==> src/rtl/shift_pkg.sv <==
// Shared definitions for the shift units: op codes, shifter FSM states, coarse step size.
// The legality helper depends on SHL_SEQ_ROTATE_EN.
package shift_pkg;

  typedef enum logic [1:0] {
    OP_SLL = 2'b00,
    OP_ROL = 2'b01,
    OP_SRA = 2'b10,
    OP_RSV = 2'b11
  } op_e;

  typedef enum logic [1:0] {
    StIdle,
    StShift,
    StDone
  } state_e;

  localparam int unsigned COARSE_STEP_DEF = 4;

  // ROL is only legal when the rotate path is built.
  function automatic logic op_legal(logic [1:0] op);
`ifdef SHL_SEQ_ROTATE_EN
    return (op == OP_SLL) || (op == OP_ROL);
`else
    return op == OP_SLL;
`endif
  endfunction

endpackage

==> src/rtl/shl_step.sv <==
// Combinational single step of the left shifter: shift or rotate by COARSE_STEP or by 1.
// The rotate path exists only when SHL_SEQ_ROTATE_EN is defined.
module shl_step #(
  parameter int unsigned WIDTH       = 16,
  parameter int unsigned COARSE_STEP = 4
) (
  input  logic [WIDTH-1:0] acc,
  input  logic             coarse,
  input  logic             rotate,
  output logic [WIDTH-1:0] acc_next
);

  logic [WIDTH-1:0] sll_c;
  logic [WIDTH-1:0] sll_f;

  assign sll_c = acc << COARSE_STEP;
  assign sll_f = acc << 1;

`ifdef SHL_SEQ_ROTATE_EN
  logic [WIDTH-1:0] rol_c;
  logic [WIDTH-1:0] rol_f;

  assign rol_c = sll_c | (acc >> (WIDTH - COARSE_STEP));
  assign rol_f = sll_f | (acc >> (WIDTH - 1));

  always_comb begin
    acc_next = coarse ? sll_c : sll_f;
    if (rotate) begin
      acc_next = coarse ? rol_c : rol_f;
    end
  end
`else
  logic unused_rotate;
  assign unused_rotate = rotate;

  always_comb begin
    acc_next = coarse ? sll_c : sll_f;
  end
`endif

endmodule

==> src/rtl/shl_seq.sv <==
// Multi-cycle left shifter (SLL, optional ROL under SHL_SEQ_ROTATE_EN): coarse steps while the
// remaining count allows, then single-bit steps; result and err presented with a done pulse.
module shl_seq
  import shift_pkg::*;
#(
  parameter int unsigned WIDTH       = 16,
  parameter int unsigned CNT_W       = $clog2(WIDTH),
  parameter int unsigned COARSE_STEP = shift_pkg::COARSE_STEP_DEF
) (
  input  logic             clk,
  input  logic             rst_n,
  input  logic             start,
  input  logic [WIDTH-1:0] in_data,
  input  logic [CNT_W-1:0] cnt,
  input  logic [1:0]       op,
  output logic             busy,
  output logic             done,
  output logic [WIDTH-1:0] out,
  output logic             err
);

  state_e           state_q, state_d;
  logic [WIDTH-1:0] acc_q, acc_d;
  logic [CNT_W-1:0] rem_q, rem_d;
  logic [1:0]       op_q, op_d;
  logic [WIDTH-1:0] out_q, out_d;
  logic             err_q, err_d;

  logic             coarse;
  logic [CNT_W-1:0] step;
  logic [CNT_W-1:0] rem_next;
  logic [WIDTH-1:0] acc_step;
  logic             legal;

  // A fine step is only taken when 0 < rem < COARSE_STEP, so rem cannot underflow.
  assign coarse   = rem_q >= CNT_W'(COARSE_STEP);
  assign step     = coarse ? CNT_W'(COARSE_STEP) : CNT_W'(1);
  assign rem_next = rem_q - step;
  assign legal    = op_legal(op);

  shl_step #(
    .WIDTH      (WIDTH),
    .COARSE_STEP(COARSE_STEP)
  ) u_step (
    .acc     (acc_q),
    .coarse  (coarse),
    .rotate  (op_q == OP_ROL),
    .acc_next(acc_step)
  );

  always_comb begin
    state_d = state_q;
    acc_d   = acc_q;
    rem_d   = rem_q;
    op_d    = op_q;
    out_d   = out_q;
    err_d   = err_q;
    unique case (state_q)
      StIdle: begin
        if (start) begin
          acc_d = in_data;
          rem_d = cnt;
          op_d  = op;
          if ((cnt != '0) && legal) begin
            state_d = StShift;
          end else begin
            state_d = StDone;
            out_d   = legal ? in_data : '0;
            err_d   = ~legal;
          end
        end
      end
      StShift: begin
        acc_d = acc_step;
        rem_d = rem_next;
        if (rem_next == '0) begin
          state_d = StDone;
          out_d   = acc_step;
          err_d   = 1'b0;
        end
      end
      StDone: begin
        state_d = StIdle;
      end
      default: begin
        state_d = StIdle;
      end
    endcase
  end

  always_ff @(posedge clk or negedge rst_n) begin
    if (!rst_n) begin
      state_q <= StIdle;
      acc_q   <= '0;
      rem_q   <= '0;
      op_q    <= '0;
      out_q   <= '0;
      err_q   <= 1'b0;
    end else begin
      state_q <= state_d;
      acc_q   <= acc_d;
      rem_q   <= rem_d;
      op_q    <= op_d;
      out_q   <= out_d;
      err_q   <= err_d;
    end
  end

  assign busy = state_q != StIdle;
  assign done = state_q == StDone;
  assign out  = out_q;
  assign err  = err_q;

endmodule

==> config.mk <==
export PLATFORM = sky130hd
export DESIGN_NAME = shl_seq
export DESIGN_NICKNAME = d
export VERILOG_FILES = /design/src/rtl/shift_pkg.sv /design/src/rtl/shl_step.sv /design/src/rtl/shl_seq.sv
export SDC_FILE = /design/constraint.sdc
export NUM_CORES = 1
export LEC_CHECK = 0
export ABC_CLOCK_PERIOD_IN_PS = 5350
export CORE_UTILIZATION = 56
export CTS_BUF_LIST = sky130_fd_sc_hd__clkbuf_4 sky130_fd_sc_hd__clkbuf_8
export DETAILED_ROUTE_END_ITERATION = 8
export GPL_ROUTABILITY_DRIVEN = 0
export GPL_TIMING_DRIVEN = 0
export PLACE_DENSITY_LB_ADDON = 0.15
export SYNTH_ARGS = -nofsm -noshare
export SYNTH_HDL_FRONTEND = slang
export SYNTH_SLANG_ARGS = --single-unit
==> constraint.sdc <==
create_clock -name clk -period 5.35 [get_ports clk]
set_clock_uncertainty 0.05 [all_clocks]
set_input_delay 1.605 -clock clk [delete_from_list [all_inputs] [get_ports clk]]
set_output_delay 1.605 -clock clk [all_outputs]
set_load 0.02 [all_outputs]
# [After elaboration in Yosys (flattened, before gate mapping)]
# Index checks and enable logic that the tools add are counted.
# W data, S select, Z words.
[op_classes] addsub=1 mul=0 n_div=0 order_cmp=1 n_eq_ne=5 shifts=0 mux=19 n_bitwise=1 n_reduce_logical=10
[ops] operator="$mux W16" count=5
[ops] operator="$pmux W16 S2" count=1
[ops] operator="$pmux W15 S2" count=1
[ops] operator="$mux W15" count=1
[ops] operator="$pmux W4 S2" count=1
[ops] operator="$mux W2" count=3
[ops] operator="$ne A2 B2 Y1 const B" count=3
[ops] operator="$ge A4 B3 Y1 const B" count=1
[ops] operator="$logic_not A2 Y1" count=2
[ops] operator="$logic_not A4 Y1" count=1
[ops] operator="$mux W4" count=1
[ops] operator="$pmux W2 S2" count=1
[ops] operator="$reduce_and A2 Y1" count=2
[ops] operator="$reduce_and A4 Y1" count=1
[ops] operator="$reduce_bool A2 Y1" count=2
[ops] operator="$reduce_bool A4 Y1" count=1
[ops] operator="$sub A4 B3 Y4" count=1
[ops] operator="$mux W1" count=3
[ops] operator="$mux W3" count=1
[ops] operator="$eq A2 B1 Y1 const B" count=1
[ops] operator="$eq A2 B2 Y1 const B" count=1
[ops] operator="$pmux W1 S2" count=1
[ops] operator="$logic_and A1 B1 Y1" count=1
[ops] operator="$not A1 Y1" count=1
[word_totals] register_bits=38 latchBits=0 mem_bits_rw=0 rom_bits=0 in_bits=25 output_inout_bits=19 word_cells=42 memories=0

# [Depth between registers and ports, before layout]
[depth] word_depth=6 mapped_depth=12 mapped_depth_nobuf=8

# [Modules after synthesis]
# From an unflattened synthesis, not the netlist that was laid out.
[hier_totals] cells_unflattened=228 area_unflattened_um2=2424.8
[modules_own_cells] mod="shl_seq" n_inst=1 cells_per_inst=209 area_each_um2=2194.6 seq_area_each_um2=1026.0
[modules_own_cells] mod="shl_step" n_inst=1 cells_per_inst=19 area_each_um2=230.2 seq_area_each_um2=0.0

# [Least setup slack after synthesis]
# OpenSTA, ideal clock, no wires.
[synth_path] path_kind="input to register" from="input port cnt[2]" to="register out_q[15], in the netlist out[15]" setup_ns=0.128 t_arrival_ns=2.568 t_required_ns=5.172 slack_ns=2.605 cell_stages=4 path_buffers=1 path_cell_list="o41ai_1 > nand3b_1 > buf_6 > mux2_1"
[synth_between] elab_chain_cells=4
[synth_lines] item="start: declaration" line_no="shl_seq.sv:14" rtl="input logic [CNT_W-1:0] cnt,"
[synth_lines] item="$reduce_bool A4 Y1" line_no="shl_seq.sv:64" rtl="if ((cnt != '0) && legal) begin"
[synth_lines] item="$logic_and A1 B1 Y1" line_no="shl_seq.sv:64"
[synth_lines] item="$ne A2 B2 Y1 (no line)"
[synth_lines] item="$reduce_and A4 Y1 (no line)"
[synth_lines] item="end signal: assignment" line_no="shl_seq.sv:104" rtl="out_q <= out_d;"
[synth_lines] item="end: declaration" line_no="shl_seq.sv:26" rtl="logic [WIDTH-1:0] out_q, out_d;"
# No other way between the ends.
# A chain may end at the register's enable or synchronous reset.

# [Worst setup path in the final report]
[layout_path] from="register state_q[0]" to="output port busy"
[layout_between] elab_chain_cells=1
[layout_lines] item="start: declaration" line_no="shl_seq.sv:22" rtl="state_e state_q, state_d;"
[layout_lines] item="start signal: assignment" line_no="shl_seq.sv:93" rtl="state_q <= StIdle;"
[layout_lines] item="start signal: assignment" line_no="shl_seq.sv:100" rtl="state_q <= state_d;"
[layout_lines] item="$reduce_bool A2 Y1" line_no="shl_seq.sv:109" rtl="assign busy = state_q != StIdle;"
[layout_lines] item="end: declaration" line_no="shl_seq.sv:16" rtl="output logic busy,"
# No other way between the ends.

==> flow_summary.html <==
<table>
<tr><th>Metric</th><th>Value</th></tr>
<tr><th colspan="2">Placed design</th></tr>
<tr><td>Hpwl dp</td><td>3340 um</td></tr>
<tr><td>Count of input and output buffers</td><td>43</td></tr>
<tr><td>Placed standard-cell area</td><td>2520 sq um</td></tr>
<tr><th colspan="2">Synth</th></tr>
<tr><td>Cells after Synth</td><td>230</td></tr>
<tr><td>Predominant post-synthesis flop cell</td><td>dfrtp_1</td></tr>
<tr><td>Syn_nets</td><td>257</td></tr>
<tr><td>Multiplexer share of the synthesized area</td><td>9.57%</td></tr>
<tr><td>Share of synthesized cell area in and, or, nand and nor gates</td><td>11.8%</td></tr>
<tr><td>Arithmetic-cell share of the synthesized area counting full adders, half adders and majority gates</td><td>1.23%</td></tr>
<tr><td>Number of enable-type register cells in the synthesized netlist</td><td>0</td></tr>
<tr><td>Synth Register Bits</td><td>38</td></tr>
<tr><td>Synth Area in XOR/XNOR</td><td>0%</td></tr>
<tr><td>Yosys warning count</td><td>0</td></tr>
<tr><td>Syn Area/Cell</td><td>8.87 sq um</td></tr>
<tr><td>Fraction of the mapped netlist area in compound gates</td><td>22.5%</td></tr>
<tr><td>Main combinational cell family by area after synthesis</td><td>compound AO/OA/AOI/OAI gates</td></tr>
<tr><td>Sequential area share after synthesis</td><td>46.6%</td></tr>
<tr><td>Number of distinct library cells after synthesis</td><td>34</td></tr>
<tr><td>Post-Synthesis Cell Area</td><td>2040 sq um</td></tr>
<tr><td>Fraction of synthesis flops using an asynchronous set or reset pin</td><td>100%</td></tr>
<tr><th colspan="2">Min path</th></tr>
<tr><td>Worst hold-check path type</td><td>flop to flop</td></tr>
<tr><td>Worst Hold Path EP</td><td>out[1]$_DFFE_PN0P_</td></tr>
<tr><td>Beginning of the worst hold path</td><td>out[1]$_DFFE_PN0P_</td></tr>
<tr><td>Hold Path Cell Cnt</td><td>1</td></tr>
<tr><th colspan="2">Die</th></tr>
<tr><td>I/O pin total</td><td>44</td></tr>
<tr><td>Width of the die</td><td>62.4 um</td></tr>
<tr><td>Row count</td><td>21</td></tr>
<tr><td>Area enclosed by the die boundary</td><td>3890 sq um</td></tr>
<tr><td>Die height</td><td>62.4 um</td></tr>
<tr><td>Core outline area</td><td>3420 sq um</td></tr>
<tr><td>Initial cell density of the core</td><td>59.7%</td></tr>
<tr><th colspan="2">Pwr</th></tr>
<tr><td>Standby leakage power</td><td>1.18 nW</td></tr>
<tr><td>Pwr per Cell Area</td><td>523 nW/um^2</td></tr>
<tr><td>Worst IR drop on VDD</td><td>0.307 mV</td></tr>
<tr><td>Total power of the final layout</td><td>1.35 mW</td></tr>
<tr><th colspan="2">Finish</th></tr>
<tr><td>Count of antenna diodes in the layout</td><td>0</td></tr>
<tr><td>Layout cells sized above 1</td><td>8.90%</td></tr>
<tr><td>Post-route cell area</td><td>2590 sq um</td></tr>
<tr><td>Area growth syn-to-layout</td><td>26.8%</td></tr>
<tr><td>Total Nets Final</td><td>307</td></tr>
<tr><th colspan="2">Clocking</th></tr>
<tr><td>Clock tree root driver cell</td><td>clkbuf_4</td></tr>
<tr><td>Worst-path clk slew</td><td>0.10 ns</td></tr>
<tr><td>CTS tree</td><td>built</td></tr>
<tr><td>Sinks on the clock net</td><td>38</td></tr>
<tr><td>Setup fix buffers added after clock tree synthesis</td><td>0</td></tr>
<tr><td>TritonCTS buffer count</td><td>5</td></tr>
<tr><td>Hold buffers post-CTS</td><td>0</td></tr>
<tr><td>Clock latency reported for the late side of the worst-skew pair</td><td>0.35 ns</td></tr>
<tr><td>Post-cts gate resize count</td><td>0</td></tr>
<tr><td>Max clock buf depth</td><td>2</td></tr>
<tr><td>Number of H-tree levels</td><td>2</td></tr>
<tr><th colspan="2">Worst setup path</th></tr>
<tr><td>Maximum fanout along the worst path</td><td>10</td></tr>
<tr><td>Element type at the critical path end</td><td>primary output</td></tr>
<tr><td>R2R Setup Slk</td><td>2.62 ns</td></tr>
<tr><td>Worst setup SP type</td><td>flop</td></tr>
<tr><td>Crit path largest cell delay</td><td>0.53 ns</td></tr>
<tr><td>Reg-to-reg critical path endpoint</td><td>out[15]$_DFFE_PN0P_</td></tr>
<tr><td>Critical path class</td><td>flop to primary output</td></tr>
<tr><td>Slowest cell on crit path</td><td>clkdlybuf4s50_1</td></tr>
<tr><td>Worst endpoint data arrival time</td><td>1.75 ns</td></tr>
<tr><td>Start of the worst register-to-register path</td><td>rem_q[3]$_DFFE_PN0P_</td></tr>
<tr><td>Critical path cell sequence</td><td>buf_2 &gt; or2_2 &gt; clkdlybuf4s50_1</td></tr>
<tr><td>CP startpoint</td><td>state_q[0]$_DFFE_PN0P_</td></tr>
<tr><td>Reg2reg path depth</td><td>11</td></tr>
<tr><td>Required time of the critical path</td><td>3.70 ns</td></tr>
<tr><th colspan="2">Route</th></tr>
<tr><td>Vias per Instance</td><td>5.56</td></tr>
<tr><td>Antenna Violating Nets Remaining</td><td>0</td></tr>
<tr><td>Via count</td><td>1818</td></tr>
<tr><td>Number of remaining DRC errors</td><td>0</td></tr>
<tr><td>Iteration count of the initial detailed-routing pass</td><td>4</td></tr>
<tr><td>Iter 0 DRT Violations</td><td>111</td></tr>
<tr><td>Routed WL per cell</td><td>13.9 um</td></tr>
<tr><td>Sum of routed wire length over all layers</td><td>4550 um</td></tr>
<tr><th colspan="2">Global route</th></tr>
<tr><td>GRT Total Usage</td><td>26.4%</td></tr>
<tr><td>Initial antenna violation count</td><td>0</td></tr>
<tr><td>Grt ovf</td><td>0</td></tr>
<tr><td>First-pass GRT wire length</td><td>7960 um</td></tr>
<tr><td>Largest net degree at the start of global routing</td><td>39</td></tr>
<tr><td>Vias in the first global route</td><td>1739</td></tr>
<tr><th colspan="2">Timing</th></tr>
<tr><td>Post-Route Hold Slack</td><td>0.452 ns</td></tr>
<tr><td>Number of max-slew violations in the final report</td><td>0</td></tr>
<tr><td>Final hold vios</td><td>0</td></tr>
<tr><td>Relative slew slack</td><td>45.6%</td></tr>
<tr><td>Unrepaired setup endpoints after global routing</td><td>no</td></tr>
<tr><td>Final worst-path cycle share</td><td>63.6%</td></tr>
<tr><td>F_max</td><td>0.294 GHz</td></tr>
<tr><td>Final critical-path required period</td><td>3.40 ns</td></tr>
<tr><td>Actual transition at the worst max-transition pin</td><td>0.815 ns</td></tr>
<tr><td>Final setup fails</td><td>0</td></tr>
<tr><td>Post-route setup TNS</td><td>0 ns</td></tr>
<tr><th colspan="2">Run</th></tr>
<tr><td>Maximum capacitance violations</td><td>0</td></tr>
<tr><th colspan="2">Outcome</th></tr>
<tr><td>Result of the run</td><td>complete, no violations</td></tr>
</table>
==> sequential cells by signal, summed over array words and instances, names as in the netlist <==
signal and flops:
acc_q 15, err 1, out 16, rem_q 4
state_q 2
==> synthesized netlist by cell type, types with 2 or more instances <==
master	n	area share, %
mux2i_1	15	7.4
nand2_1	34	6.3
o22ai_1	2	0.61
dfrtp_1	38	47
inv_2	2	0.37
and3_1	3	0.92
mux2_1	4	2.2
o21ai_0	16	3.9
o21ai_1	19	4.7
buf_2	5	1.2
ha_1	2	1.2
nor2_1	6	1.1
clkbuf_1	6	1.1
buf_6	2	1.1
a21oi_1	39	9.6
inv_1	17	3.1
a21o_1	3	1.1
==> worst max path at each step <==
stage                                     end
after floorplan           out[15]$_DFFE_PN0P_
after global placement    out[12]$_DFFE_PN0P_
after detailed placement  out[15]$_DFFE_PN0P_
after CTS                                busy
after global routing                     busy
final                                    busy
==> kinds of logic after synthesis <==
kind of cell | after synthesis
compound gates | 85
simple gates | 52
fa+ha+maj | 2
flops | 38
buf+inv | 34
mux | 19
==> routing by layer <==
metal	part of all wire, %	track usage (%)	up-vias
met5	0	0	-
met4	1.6	8.14	0
met3	5.0	8.09	10
met2	46	40.2	60
met1	47	36.1	859
li1	-	-	889
==> worst max-delay path, delay by kind of cell, from the launching register on <==
kind	cells	cell delay, ns
flops	1	0.40
simple gates	1	0.30
buf+inv	2	0.71
==> stage by stage <==
stage | instances | util (%) | setup slack [ns]
after floorplan | 230 | - | 2.60
after global placement | 319 | 74.0 | 1.69
after detailed placement | 319 | 73.8 | 1.93
after CTS | 327 | 75.7 | 1.94
after global routing | 327 | 75.7 | 1.87
final | 327 | 75.7 | 1.95
==> cells in the final DEF, fill, tap and decap left out, types with 4 or more instances in the layout <==
cell / synthesis / layout
clkdlybuf4s50_1: 0 / 42
clkbuf_1: 6 / 6
o21ai_0: 16 / 16
nor2_1: 6 / 6
o21ai_1: 19 / 19
mux2i_1: 15 / 15
nand2_1: 34 / 34
inv_1: 17 / 17
mux2_1: 4 / 4
dfrtp_1: 38 / 38
a21oi_1: 39 / 39
clkbuf_4: 0 / 6
buf_2: 5 / 6
==> layout make-up <==
type | count | area, sq um
Sequential cell | 38 | 951
Multi-Input combinational cell | 158 | 920
Fill cell | 269 | 830
Timing Repair Buffer | 43 | 425
Buffer | 15 | 97.6
Inverter | 19 | 71.3
Clock buffer | 7 | 58.8
Tap cell | 46 | 57.6
Clock inverter | 1 | 5.00
==> power by group <==
group	switching (mW)	total (mW)	internal [mW]	leakage (nW)
logic	0.393	0.703	0.311	0.657
registers	0.0830	0.489	0.406	0.483
clock network	0.0905	0.159	0.0688	0.0387
total	0.566	1.35	0.785	1.18
(Power assumes the default switching activity.)
